**src/rtl/crack_sequencer.sv**
```systemverilog
// Host-link to NT-hash cracker controller: packs host bytes into hashes, replays them
// into the cracker hash store with a setup/strobe/gap cadence, launches and streams results.
//
// state  | meaning
// IDLE   | accept host bytes or a start request
// SETUP  | new_hash_byte presented, before strobe
// STROBE | store_hash_byte high
// GAP    | byte held after strobe; byte/hash counters advance
// LAUNCH | search go is issued in the following cycle
// RUN    | waiting for the cracker's your_turn
// EMIT   | password byte offered to host
// ACK    | go pulse out, cracker advances to next password byte
// DONE   | search finished; outputs hold until start
module crack_sequencer #(
   parameter int MAX_HASHES = 128,
   parameter int HASH_BYTES = 16
) (
   input  logic       clk,
   input  logic       reset_n,
   input  logic [7:0] host_byte,
   input  logic       host_valid,
   output logic       host_ready,
   input  logic       start,
   output logic [7:0] new_hash_byte,
   output logic       store_hash_byte,
   output logic       go,
   input  logic       your_turn,
   input  logic       match_found,
   input  logic [7:0] password_byte,
   output logic [7:0] result_byte,
   output logic       result_valid,
   input  logic       result_ready,
   output logic [7:0] hash_count,
   output logic       busy,
   output logic       found,
   output logic       error
);

   localparam int BW = $clog2(HASH_BYTES);
   localparam logic [BW-1:0] LAST_BYTE = BW'(HASH_BYTES - 1);
   localparam logic [7:0] MAX_CNT = 8'(MAX_HASHES);

   typedef enum logic [3:0] {
      IDLE, SETUP, STROBE, GAP, LAUNCH, RUN, EMIT, ACK, DONE
   } state_t;

   state_t state, state_n;
   logic [BW-1:0] byte_cnt, byte_cnt_n;
   logic [7:0] hash_count_n;
   logic found_n, error_n;
   logic accept, handshake;

   // host_ready is a flop, so a same-cycle start is masked here instead
   assign accept    = (state == IDLE) && host_valid && host_ready && !start;
   assign handshake = (state == EMIT) && result_valid && result_ready;

   always_comb begin
      state_n      = state;
      byte_cnt_n   = byte_cnt;
      hash_count_n = hash_count;
      found_n      = found;
      error_n      = error;
      case (state)
         IDLE: begin
            if (start) begin
               if (byte_cnt != '0 || hash_count == '0) error_n = 1'b1;
               else                                    state_n = LAUNCH;
            end else if (accept) begin
               state_n = SETUP;
            end
         end
         SETUP:  state_n = STROBE;
         STROBE: state_n = GAP;
         GAP: begin
            state_n = IDLE;
            if (byte_cnt == LAST_BYTE) begin
               byte_cnt_n   = '0;
               hash_count_n = hash_count + 8'd1;
            end else begin
               byte_cnt_n = byte_cnt + 1'b1;
            end
         end
         LAUNCH: state_n = RUN;
         RUN: begin
            if (your_turn) state_n = match_found ? EMIT : DONE;
         end
         EMIT: begin
            if (handshake) begin
               if (result_byte == 8'h00) begin
                  found_n = 1'b1;
                  state_n = DONE;
               end else begin
                  state_n = ACK;
               end
            end
         end
         ACK: state_n = RUN;
         DONE: begin
            if (start) begin
               hash_count_n = '0;
               byte_cnt_n   = '0;
               found_n      = 1'b0;
               error_n      = 1'b0;
               state_n      = IDLE;
            end
         end
         default: state_n = IDLE;
      endcase
   end

   always_ff @(posedge clk or negedge reset_n) begin
      if (!reset_n) begin
         state           <= IDLE;
         byte_cnt        <= '0;
         hash_count      <= '0;
         found           <= 1'b0;
         error           <= 1'b0;
         host_ready      <= 1'b0;
         new_hash_byte   <= '0;
         store_hash_byte <= 1'b0;
         go              <= 1'b0;
         result_byte     <= '0;
         result_valid    <= 1'b0;
         busy            <= 1'b0;
      end else begin
         state           <= state_n;
         byte_cnt        <= byte_cnt_n;
         hash_count      <= hash_count_n;
         found           <= found_n;
         error           <= error_n;
         host_ready      <= (state_n == IDLE) && (hash_count_n < MAX_CNT);
         store_hash_byte <= (state_n == STROBE);
         // launch go lags LAUNCH by a cycle; ACK go lands in the cycle after the handshake
         go              <= (state == LAUNCH) || (handshake && result_byte != 8'h00);
         result_valid    <= (state == EMIT) && !handshake;
         busy            <= !(state_n == IDLE || state_n == DONE);
         if (accept)
            new_hash_byte <= host_byte;
         if (state == RUN && your_turn && match_found)
            result_byte <= password_byte;
      end
   end

endmodule

```
**config.mk**
```make
export PLATFORM = sky130hd
export DESIGN_NAME = crack_sequencer
export DESIGN_NICKNAME = d
export VERILOG_FILES = /design/src/rtl/crack_sequencer.sv
export SDC_FILE = /design/constraint.sdc
export NUM_CORES = 1
export LEC_CHECK = 0
export ABC_AREA = 1
export CAP_MARGIN = 10
export CORE_ASPECT_RATIO = 0.6
export CORE_MARGIN = 4
export CORE_UTILIZATION = 41
export CTS_CLUSTER_SIZE = 10
export DETAILED_ROUTE_END_ITERATION = 10
export GPL_TIMING_DRIVEN = 0
export HOLD_SLACK_MARGIN = 0.03
export PLACE_DENSITY = 0.77
export SLEW_MARGIN = 15
export SYNTH_ARGS = -nofsm -noshare
export SYNTH_HDL_FRONTEND = slang
export SYNTH_SLANG_ARGS = --single-unit
```
**constraint.sdc**
```tcl
create_clock -name clk -period 1.4 [get_ports clk]
set_input_delay 0.21 -clock clk [delete_from_list [all_inputs] [get_ports clk]]
set_output_delay 0.21 -clock clk [all_outputs]
set_load 0.005 [all_outputs]
```
# Word level (Yosys, flattened, before mapping)
# Cells that the tools add are included.
[classes] n_mux=22 n_mul=0 n_bitwise=0 n_reduce_logical=29 n_eq_ne=16 div=0 magnitude_cmp=1 shift=0 addsub=2
[op_table] cell="$mux W4" count=10
[op_table] cell="$pmux W4 S7" count=1
[op_table] cell="$eq A4 B3 Y1 const B" count=4
[op_table] cell="$logic_not A8 Y1" count=2
[op_table] cell="$mux W8" count=2
[op_table] cell="$pmux W8 S2" count=1
[op_table] cell="$eq A4 B2 Y1 const B" count=3
[op_table] cell="$eq A4 B4 Y1 const B" count=3
[op_table] cell="$logic_and A1 B1 Y1" count=10
[op_table] cell="$add A8 B1 Y8 const B" count=1
[op_table] cell="$logic_not A4 Y1" count=2
[op_table] cell="$lt A8 B8 Y1 const B" count=1
[op_table] cell="$ne A2 B2 Y1 const B" count=4
[op_table] cell="$pmux W4 S2" count=1
[op_table] cell="$reduce_and A4 Y1" count=2
[op_table] cell="$reduce_bool A8 Y1" count=1
[op_table] cell="$reduce_bool A2 Y1" count=3
[op_table] cell="$mux W1" count=5
[op_table] cell="$add A4 B1 Y4 const B" count=1
[op_table] cell="$eq A4 B1 Y1 const B" count=1
[op_table] cell="$pmux W1 S2" count=2
[op_table] cell="$reduce_bool A4 Y1" count=1
[op_table] cell="$logic_not A1 Y1" count=3
[op_table] cell="$logic_or A1 B1 Y1" count=3
[op_table] cell="3 further kinds" count=3
[totals] mem_bits_ro=0 mem_count=0 output_inout_bits=31 in_bits=23 ram_bits=0 latch_bits=0 regBits=39 elab_cells=82

# Depth between registers and ports, before layout
# Gate-level depths: netlist of the first run.
[logic_depth] depth_word=10 depth_mapped=10 mapped_depth_nobuf=10

# Worst setup path before layout of the first run
# Ideal clock, no wire load.
[synth_path] kind="register to register" startpoint="register state[3]" endpoint="register new_hash_byte[1]" arrival_time_ns=1.241 required_ns=1.275 setup_ns=0.125 path_slack_ns=0.034 path_buffers=0 stages_incl_launch_ff=5 period_less_slack_ns=1.366 cell_sequence="dfrtp_1 > nor2_1 > nand2_1 > nor2_4 > mux2_2"
[synth_between] elab_chain_len=4
[synth_lines] element="from (decl)" line_no="47" source="state_t state, state_n;"
[synth_lines] element="from (signal assigned)" line_no="126" source="state <= state_n;"
[synth_lines] element="$logic_not A4 Y1" line_no="54" source="assign accept = (state == IDLE) && host_valid && host_ready && !start;"
[synth_lines] element="$logic_and A1 B1 Y1 (3 in series)" line_no="54"
[synth_lines] element="to (signal assigned)" line_no="138" source="new_hash_byte <= host_byte;"
[synth_lines] element="to (decl)" line_no="24" source="output logic [7:0] new_hash_byte,"
# Every way passes these cells.
# A chain may end at the register's enable or synchronous reset.

# Final worst setup path of the first run
[layout_path] startpoint="register state[1]" endpoint="register host_ready"
[layout_between] elab_chain_len=9 word_cells_on_any_way=26 cone_classes="order compare: 1; eq/ne: 8; mux: 8; reduce/logical: 9"
[layout_lines] element="$logic_not A4 Y1" line_no="54, 63"
[layout_lines] element="$logic_and A1 B1 Y1 (3 in series)" line_no="54"
[layout_lines] element="$mux W4" line_no="68" source="end else if (accept) begin"
[layout_lines] element="$mux W4" line_no="65" source="if (start) begin"
[layout_lines] element="$pmux W4 S7 *" line_no="63" source="case (state)"
[layout_lines] element="via state_n[0]" line_no="47"
[layout_lines] element="$logic_not A4 Y1 *" line_no="131" source="host_ready <= (state_n == IDLE) && (hash_count_n < MAX_CNT);"
[layout_lines] element="$logic_and A1 B1 Y1 *" line_no="131"
[layout_lines] element="to (signal assigned)" line_no="131"
[layout_lines] element="to (decl)" line_no="22" source="output logic host_ready,"
# Mark *: on every way through the listed nets, which the timed path passes. The rest lies on a longest branch.

==> run_results.csv, run 1 <==
group,metric,value,unit
outcome,status,"finished, violations left",
outcome,violations,"negative setup slack",
critical_path,arrival,1720,ps
timing,rsz0062_at_grt,"yes",
synth,syn_avg_cell_area,8.530,um^2
synth,syn_area,0.001919,mm^2
cells_and_area,syn_to_final_growth,68.77,%
global_routing,grt_pass1_wl,7997,um
critical_path,crit_type,"flop to flop",
critical_path,start_kind,"flop",
timing,tightest_slew,379.9,ps
power_and_ir_drop,power.switching,2162,uW
power_and_ir_drop,p_leak,0.001773,uW
cells_and_area,fin_util,75.31,%
cells_and_area,finalInstanceArea,0.003239,mm^2
die,num_io_pins,54,
drt,dr_total_vias,1925,
timing,post-route-period-util,109.7,%
timing,hold_viol_final,0,
critical_path,reg2reg_slack,-140,ps
timing,max_freq,651.2,MHz
placement,portBuffers,53,
timing,finalClockSkew,11.66,ps
global_routing,grt_max_degree,27,
critical_path,required,1580,ps
placement,dpl_cell_area,0.002540,mm^2
cells_and_area,n_antenna_cell,0,
global_routing,antenna_found_initial,0,
critical_path,critPathMaxFanout,6,
drt,drc,0,
clocking,clkTransAtPathRegs,70,ps
power_and_ir_drop,total_power,6020,uW
timing,maxSlewViolCount,0,
clocking,worstSkewPairLatency,290,ps
drt,routed_wl,6061,um
clocking,cts-root-buf,"clkbuf_8",
global_routing,grt_overflow_total,0,
critical_path,r2r_cells,9,
placement,gp_congestion,0.8066,
synth,synth_cell_types,21,
drt,drt_iter0_drc,205,
timing,slew_headroom,74.63,%
global_routing,grt_use_met2,28.36,%
cells_and_area,finalNetCount,350,
drt,ant_nets,0,
power_and_ir_drop,internal_power,3859,uW
critical_path,endpoint_kind,"flop",
die,initial_utilization,44.62,%
drt,drt_pass1_iterations,4,
timing,setup_slack,-135.6,ps
die,die_y,61,um
power_and_ir_drop,swShare,35.91,%
global_routing,grt_pass1_vias,1740,
power_and_ir_drop,p_comb_share,48.8,%
timing,finalSetupViolations,19,
synth,ys_seq_area_share,50.85,%
synth,synth_warnings,0,
power_and_ir_drop,p_clk_share,18.3,%
timing,min_period,1536,ps
min_path,hold_class,"primary input to async pin",
placement,dp.cells,339,
global_routing,grt.met1_usage,25.19,%
timing,setup_tns,-1473,ps
power_and_ir_drop,power_frac_seq,32.9,%
cells_and_area,drive_gt1_share,33.95,%
clocking,numCtsBuffers,5,
clocking,cts.sinks,39,
global_routing,track_usage,18.19,%
synth,syn-num-nets,252,
power_and_ir_drop,peakVddDrop,1.091,mV
synth,syn_inst,225,
cells_and_area,num-fill-cells,266,
synth,synth-seq-cells,39,
clocking,cts_tree,"built",
die,die_w,96.33,um
critical_path,reg2reg_to,"host_ready",
critical_path,r2r-start,"state[1]",
drt,via_per_inst,5.013,
run,cap_violations,0,
die,rows,18,
placement,place_hpwl,3371,um
die,die-area,0.005876,mm^2
cells_and_area,stdcell_count,384,
global_routing,busiest_layer,"met2",
drt,drt-wirelength-per-cell,15.78,um
clocking,clockBufferDepth,2,
clocking,cts.htree.levels,2,
power_and_ir_drop,power_density,1858,mW/mm^2
global_routing,use_met3,4.709,%
die,coreArea,0.004302,mm^2
==> how the worst max path moves through the flow <==
stage,from,to,slack (ps),depth (start not counted)
4_1_cts,state[3],hash_count[6],-60,8
5_1_grt,state[1],host_ready,-220,9
2_1_floorplan,state[3],new_hash_byte[1],30,4
6_report,state[1],host_ready,-140,9
3_5_place_dp,start,new_hash_byte[2],-330,5
3_3_place_gp,reset_n,hash_count[3],-800,1
==> timing repair <==
action / CTS / global route
pin swaps: 4 / 19
resized for setup: 33 / 50
endpoints found under the setup margin: 38 / 47
hold buffers: 1 / 0
hold endpoints to repair: 13 / 0
setup buffers: 11 / 25
==> metrics by stage <==
step                      hold WS (ps)  setup WS [ps]
after global routing             399.0         -221.9
after detailed placement         128.7         -333.3
after global placement           463.5         -801.8
final                            357.0         -135.6
after CTS                        364.0         -63.04
after floorplan                 -85.59          34.32
==> state kept, by name, summed over array words and instances, names as in the netlist <==
| register | count |
|---|---|
| busy | 1 |
| byte_cnt | 4 |
| error | 1 |
| found | 1 |
| go | 1 |
| hash_count | 8 |
| host_ready | 1 |
| new_hash_byte | 8 |
| result_byte | 8 |
| result_valid | 1 |
| state | 4 |
| store_hash_byte | 1 |
==> synthesized netlist by cell type <==
cell type / instances / area, um^2
nor3_1: 3 / 15.01
nor2_4: 5 / 56.30
a21oi_1: 6 / 30.03
nand3_1: 10 / 50.05
nand4_1: 5 / 31.28
o21ai_0: 9 / 45.04
inv_1: 23 / 86.33
nor3b_1: 1 / 7.510
ha_1: 4 / 50.05
inv_2: 6 / 22.52
nand3b_1: 2 / 15.01
o21ai_1: 3 / 15.01
buf_6: 1 / 11.26
nand2_1: 61 / 229.0
nor2_1: 22 / 82.58
a31oi_1: 1 / 6.260
nor2_2: 6 / 37.54
nand2_2: 10 / 62.56
mux2_1: 1 / 11.26
mux2_2: 7 / 78.83
dfrtp_1: 39 / 975.9
==> layer usage <==
layer  wire [um]  vias up
met1        2554      906
met3         456       14
met5           0        -
met4         141        0
li1            -      908
met2        2908       97
==> cell type report <==
cell class / count / area, um^2 / share of cell area [%]
Sequential cell: 39 / 982.2 / 30.32
Multi-Input combinational cell: 156 / 1031 / 31.83
Inverter: 29 / 117.6 / 3.631
Buffer: 1 / 11.26 / 0.3476
Clock buffer: 6 / 72.57 / 2.240
Tap cell: 60 / 75.07 / 2.317
Clock inverter: 2 / 60.06 / 1.854
Timing Repair Buffer: 91 / 889.6 / 27.46
==> power by group through the flow <==
stage / clock network, uW / registers [uW] / logic (uW)
3_5_place_dp: 0 / 1950 / 2050
4_1_cts: 1110 / 1920 / 2420
6_report: 1100 / 1980 / 2940
3_3_place_gp: 0 / 1930 / 2010
2_1_floorplan: 0 / 1920 / 1040
5_1_grt: 1180 / 2030 / 3200
==> critical path, cell delays in order (launching register included) <==
cell,delay (ps)
dfrtp_2,490
nor2_4,150
nand2_2,90
buf_4,160
o21ai_1,160
nor2_1,80
nand2_1,140
nor2_2,60
nand2_2,70
nor2_2,40
==> cell families (layout without fill, tap and decap cells) <==
logic type | count (synthesis) | in the layout | synth area share [%]
DFF | 39 | 39 | 50.85
buffers and inverters | 30 | 129 | 6.258
and+or+nand+nor | 125 | 125 | 30.57
AOI/OAI and AO/OA | 19 | 19 | 5.019
muxes | 8 | 8 | 4.694
adders and majority gates | 4 | 4 | 2.608
==> cells in the final DEF (no fill, tap or decap), types with 5 or more instances in the layout <==
cell type	n
nand2_1	57
nand3_1	6
o21ai_1	6
inv_2	9
clkbuf_8	5
dlymetal6s2s_1	16
nor2_4	11
buf_4	33
nand2_4	5
clkdlybuf4s50_1	32
o21ai_0	5
dfrtp_2	5
inv_1	17
nor2_1	18
a21oi_1	6
dfrtp_1	34
nand4_1	5
nand2_2	6
mux2_4	8
No activity file was read; power rests on OpenSTA's default activity.
==> run 2: changes to the inputs <==
--- a/config.mk
+++ b/config.mk
@@ -14,7 +14,7 @@
 export DETAILED_ROUTE_END_ITERATION = 10
 export GPL_TIMING_DRIVEN = 0
 export HOLD_SLACK_MARGIN = 0.03
-export PLACE_DENSITY = 0.77
+export PLACE_DENSITY = 0.74
 export SLEW_MARGIN = 15
 export SYNTH_ARGS = -nofsm -noshare
 export SYNTH_HDL_FRONTEND = slang
==> constraint.sdc (replaced) <==
create_clock -name clk -period 1.6 [get_ports clk]
set_input_delay 0.24 -clock clk [delete_from_list [all_inputs] [get_ports clk]]
set_output_delay 0.24 -clock clk [all_outputs]
set_load 0.005 [all_outputs]
==> run_results.csv, run 2 (synthesis results as in run 1) <==
group,metric,value,unit
outcome,status,"completed",
drt,drc,0,
critical_path,path_buf_inv,1,
die,die_w,96.33,um
timing,hold_viol_final,0,
cells_and_area,finalNetCount,314,
cells_and_area,syn_to_final_growth,38.27,%
timing,max_freq,659.5,MHz
global_routing,track_usage,15.73,%
die,die-area,0.005876,mm^2
critical_path,crit_family,"buffers and inverters",
drt,drt-wirelength-per-cell,12.02,um
critical_path,slowest_stage,"clkdlybuf4s50_1",
timing,finalSetupViolations,0,
cells_and_area,n_antenna_cell,0,
die,num_io_pins,54,
drt,ant_nets,0,
cells_and_area,final_cell_mix,"nand2_1, clkdlybuf4s50_1, dfrtp_1",
critical_path,cp_cell_sequence,"clkdlybuf4s50_1",
drt,routed_wl,4182,um
die,rows,18,
clocking,cts.sinks,39,
cells_and_area,reg_top3,"hash_count x8, new_hash_byte x8, result_byte x8",
critical_path,start_kind,"flop",
global_routing,antenna_found_initial,0,
drt,via_per_inst,4.569,
clocking,cts-root-buf,"clkbuf_8",
run,cap_violations,0,
placement,portBuffers,53,
clocking,cts.htree.levels,2,
cells_and_area,layout_commonest_cell,"nand2_1",
critical_path,endpoint_kind,"primary output",
timing,finalClockSkew,11.48,ps
clocking,numCtsBuffers,5,
global_routing,grt_pass1_vias,1521,
power_and_ir_drop,power_density,1566,mW/mm^2
die,coreArea,0.004302,mm^2
placement,place_hpwl,3314,um
timing,post-route-period-util,94.77,%
clocking,worstSkewPairLatency,290,ps
global_routing,grt_pass1_wl,6906,um
drt,dr_total_vias,1590,
clocking,clockBufferDepth,2,
critical_path,required,1360,ps
cells_and_area,drive_gt1_share,17.36,%
die,die_y,61,um
timing,min_period,1516,ps
power_and_ir_drop,p_leak,0.001298,uW
timing,slew_headroom,76.54,%
cells_and_area,num-fill-cells,379,
timing,maxSlewViolCount,0,
drt,drt_iter0_drc,71,
critical_path,critPathMaxStageDelay,540,ps
min_path,hold_class,"primary input to async pin",
timing,tightest_slew,352.0,ps
critical_path,reg2reg_slack,90,ps
critical_path,arrival,1280,ps
cells_and_area,finalInstanceArea,0.002654,mm^2
critical_path,r2r_cells,4,
drt,drt_pass1_iterations,4,
cells_and_area,fin_util,61.69,%
placement,gp_congestion,0.8396,
global_routing,grt_max_degree,26,
placement,dpl_cell_area,0.002540,mm^2
clocking,cts_tree,"built",
global_routing,grt_overflow_total,0,
clocking,clkTransAtPathRegs,80,ps
critical_path,reg2reg_to,"new_hash_byte[3]",
die,initial_utilization,44.62,%
critical_path,critPathMaxFanout,7,
power_and_ir_drop,peakVddDrop,0.9131,mV
critical_path,crit_type,"flop to primary output",
critical_path,r2r-start,"state[3]",
[run 2: cell count changes in the layout (fill, tap and decap cells not counted), sizes merged]
cell / delta
buf: -36
clkdlybuf4s50: +20
dlymetal6s2s: -16
dlygate4sd2: -4
bufinv: -2
clkinv: +1
inv: +1
[run 2: cell type report]
cell class / count / area, um^2 / share of cell area, %
buffer: 1 / 11.26 / 0.4243
sequential: 39 / 979.7 / 36.92
clock buffer: 6 / 72.57 / 2.735
multi-input combinational: 156 / 838.3 / 31.59
tap: 60 / 75.07 / 2.829
inverter: 29 / 108.9 / 4.102
timing repair buffer: 55 / 555.5 / 20.93
clock inverter: 2 / 12.51 / 0.4715
[run 2: worst max path at each step]
stage,start,endpoint,slack [ps],cells after the start
detailed placement,start,new_hash_byte[3],-160,5
CTS,hash_count[2],hash_count[2],30,1
global placement,reset_n,hash_count[1],-630,1
global route,state[1],result_byte[7],-2,7
floorplan,state[3],new_hash_byte[1],230,4
finish,hash_count[3],hash_count[3],80,1
[run 2: layer usage]
metal	vias up	global-route usage, %	routed length, um
li1	843	-	-
met1	707	22.64	2172
met2	38	23.45	1719
met3	2	4.089	263
met4	0	4.790	27
met5	-	0	0
[run 2: where the power goes]
part,total [uW],internal (uW),leakage (uW),switching (uW)
registers,1700,1380,0.000486,323
logic,1810,969,0.000771,846
clock network,640,305,0.0000412,335
[run 2: stage by stage]
step           TNS [ps]  hold slack [ps]  total power (uW)  setup slack [ps]  instances
6_report              0            392.3              4155             83.71        348
3_3_place_gp     -25450            468.4              3451            -626.6        338
5_1_grt          -1.628            432.1              4512            -1.628        348
3_5_place_dp      -1261            170.1              3502            -158.6        339
4_1_cts               0            388.0              4159             25.17        348
2_1_floorplan         0           -55.59              2590             234.3        225
[run 2: what timing repair did]
| item | CTS | global route |
|---|---|---|
| setup endpoints to repair | 0 | 19 |
| buffers inserted | 0 | 0 |
| gates resized for setup | 0 | 7 |
| endpoints found under the hold margin | 14 | 0 |
| hold buffers | 1 | 0 |
==> run 3: changes to the inputs <==
--- a/config.mk
+++ b/config.mk
@@ -15,6 +15,7 @@
 export GPL_TIMING_DRIVEN = 0
 export HOLD_SLACK_MARGIN = 0.03
 export PLACE_DENSITY = 0.74
+export REMOVE_ABC_BUFFERS = 1
 export SLEW_MARGIN = 15
 export SYNTH_ARGS = -nofsm -noshare
 export SYNTH_HDL_FRONTEND = slang
==> run_results.csv, run 3 (synthesis results as in run 1) <==
group,metric,value,unit
drt,via_per_inst,4.736,
timing,slew_headroom,73.82,%
clocking,cts.htree.levels,2,
timing,setup_tns,0,ps
drt,ant_nets,0,
timing,finalSetupViolations,0,
cells_and_area,final_cell_mix,"nand2_1, clkdlybuf4s50_1, dfrtp_1",
critical_path,start_kind,"flop",
drt,routed_wl,4478,um
outcome,status,"completed",
die,rows,18,
global_routing,grt_pass1_vias,1500,
global_routing,antenna_found_initial,0,
timing,finalClockSkew,7.351,ps
timing,tightest_slew,388.6,ps
cells_and_area,reg_top3,"hash_count x8, new_hash_byte x8, result_byte x8",
clocking,clkTransAtPathRegs,70,ps
drt,drc,0,
die,die_y,61,um
critical_path,cp_cell_sequence,"clkdlybuf4s50_1",
timing,min_period,1521,ps
global_routing,grt_pass1_wl,7079,um
critical_path,path_buf_inv,1,
critical_path,arrival,1280,ps
clocking,clockBufferDepth,2,
drt,dr_total_vias,1653,
global_routing,grt_overflow_total,0,
critical_path,required,1360,ps
critical_path,slowest_stage,"clkdlybuf4s50_1",
critical_path,critPathMaxStageDelay,540,ps
power_and_ir_drop,peakVddDrop,0.8022,mV
placement,pre_cts_ws,-228.2,ps
critical_path,crit_family,"buffers and inverters",
drt,drt_pass1_iterations,5,
die,num_io_pins,54,
timing,setup_slack,78.90,ps
timing,max_freq,657.4,MHz
placement,dpl_cell_area,0.002529,mm^2
cells_and_area,n_antenna_cell,0,
die,coreArea,0.004302,mm^2
drt,drt_iter0_drc,68,
die,initial_utilization,44.62,%
timing,hold_viol_final,0,
timing,post-route-period-util,95.07,%
placement,gp_congestion,0.8248,
cells_and_area,layout_commonest_cell,"nand2_1",
placement,portBuffers,53,
clocking,cts_tree,"built",
clocking,cts.sinks,39,
critical_path,crit_type,"flop to primary output",
run,cap_violations,0,
placement,place_hpwl,3386,um
global_routing,grt_max_degree,27,
cells_and_area,finalNetCount,315,
cells_and_area,drive_gt1_share,16.96,%
timing,maxSlewViolCount,0,
clocking,worstSkewPairLatency,290,ps
clocking,numCtsBuffers,5,
clocking,cts-root-buf,"clkbuf_8",
cells_and_area,syn_to_final_growth,41.07,%
cells_and_area,finalInstanceArea,0.002708,mm^2
global_routing,track_usage,16.19,%
critical_path,endpoint_kind,"primary output",
power_and_ir_drop,p_leak,0.001330,uW
power_and_ir_drop,power_density,1663,mW/mm^2
critical_path,critPathMaxFanout,7,
die,die-area,0.005876,mm^2
die,die_w,96.33,um
min_path,hold_class,"primary input to async pin",
drt,drt-wirelength-per-cell,12.83,um
==> run 3: layout make-up <==
class	count	area (um^2)
clock buffer	6	72.57
clock inverter	2	60.06
fill	366	1594
inverter	29	108.9
multi-input combinational	156	843.3
sequential	39	977.2
tap	60	75.07
timing repair buffer	57	570.5
==> run 3: what timing repair did <==
| action | in CTS | in global routing |
|---|---|---|
| setup buffers | 0 | 2 |
| endpoints found under the hold margin | 13 | 0 |
| pin swaps | 0 | 1 |
| hold buffers | 1 | 0 |
| setup endpoints to repair | 9 | 24 |
| gates resized for setup | 1 | 5 |
==> run 3: through the flow <==
| step | power [uW] | util, % | std cells | hold slack (ps) |
|---|---|---|---|---|
| global placement | 3446 | 58.44 | 337 | 467.4 |
| global route | 4827 | 62.94 | 349 | 405.6 |
| CTS | 4480 | 62.22 | 347 | 377.5 |
| detailed placement | 3508 | 58.78 | 338 | 156.3 |
| finish | 4503 | 62.94 | 349 | 375.6 |
| floorplan | 2585 | - | 224 | -55.59 |
==> run 3: final timing paths <==
check,slack (ps),endpoint,depth (start not counted),from
worst min register to register,500,found,2,found
min in group clk,480,result_byte[5],3,password_byte[5]
worst max-delay path,80,hash_count[3],1,hash_count[3]
worst min-delay path,380,found,2,reset_n
max in group asynchronous,780,hash_count[2],3,reset_n
worst max register to register,110,new_hash_byte[7],4,state[0]
==> run 3: per-layer routing <==
metal / track usage (%) / part of all wire, %
met3: 3.594 / 5.9
met2: 23.36 / 44
met1: 24.16 / 50
met5: 0 / 0
met4: 5.389 / 0.80
==> run 3: power breakdown <==
| group | internal, uW | switching [uW] |
|---|---|---|
| combinational | 970 | 874 |
| sequential | 1370 | 322 |
| clock | 623 | 340 |
| total | 2970 | 1540 |
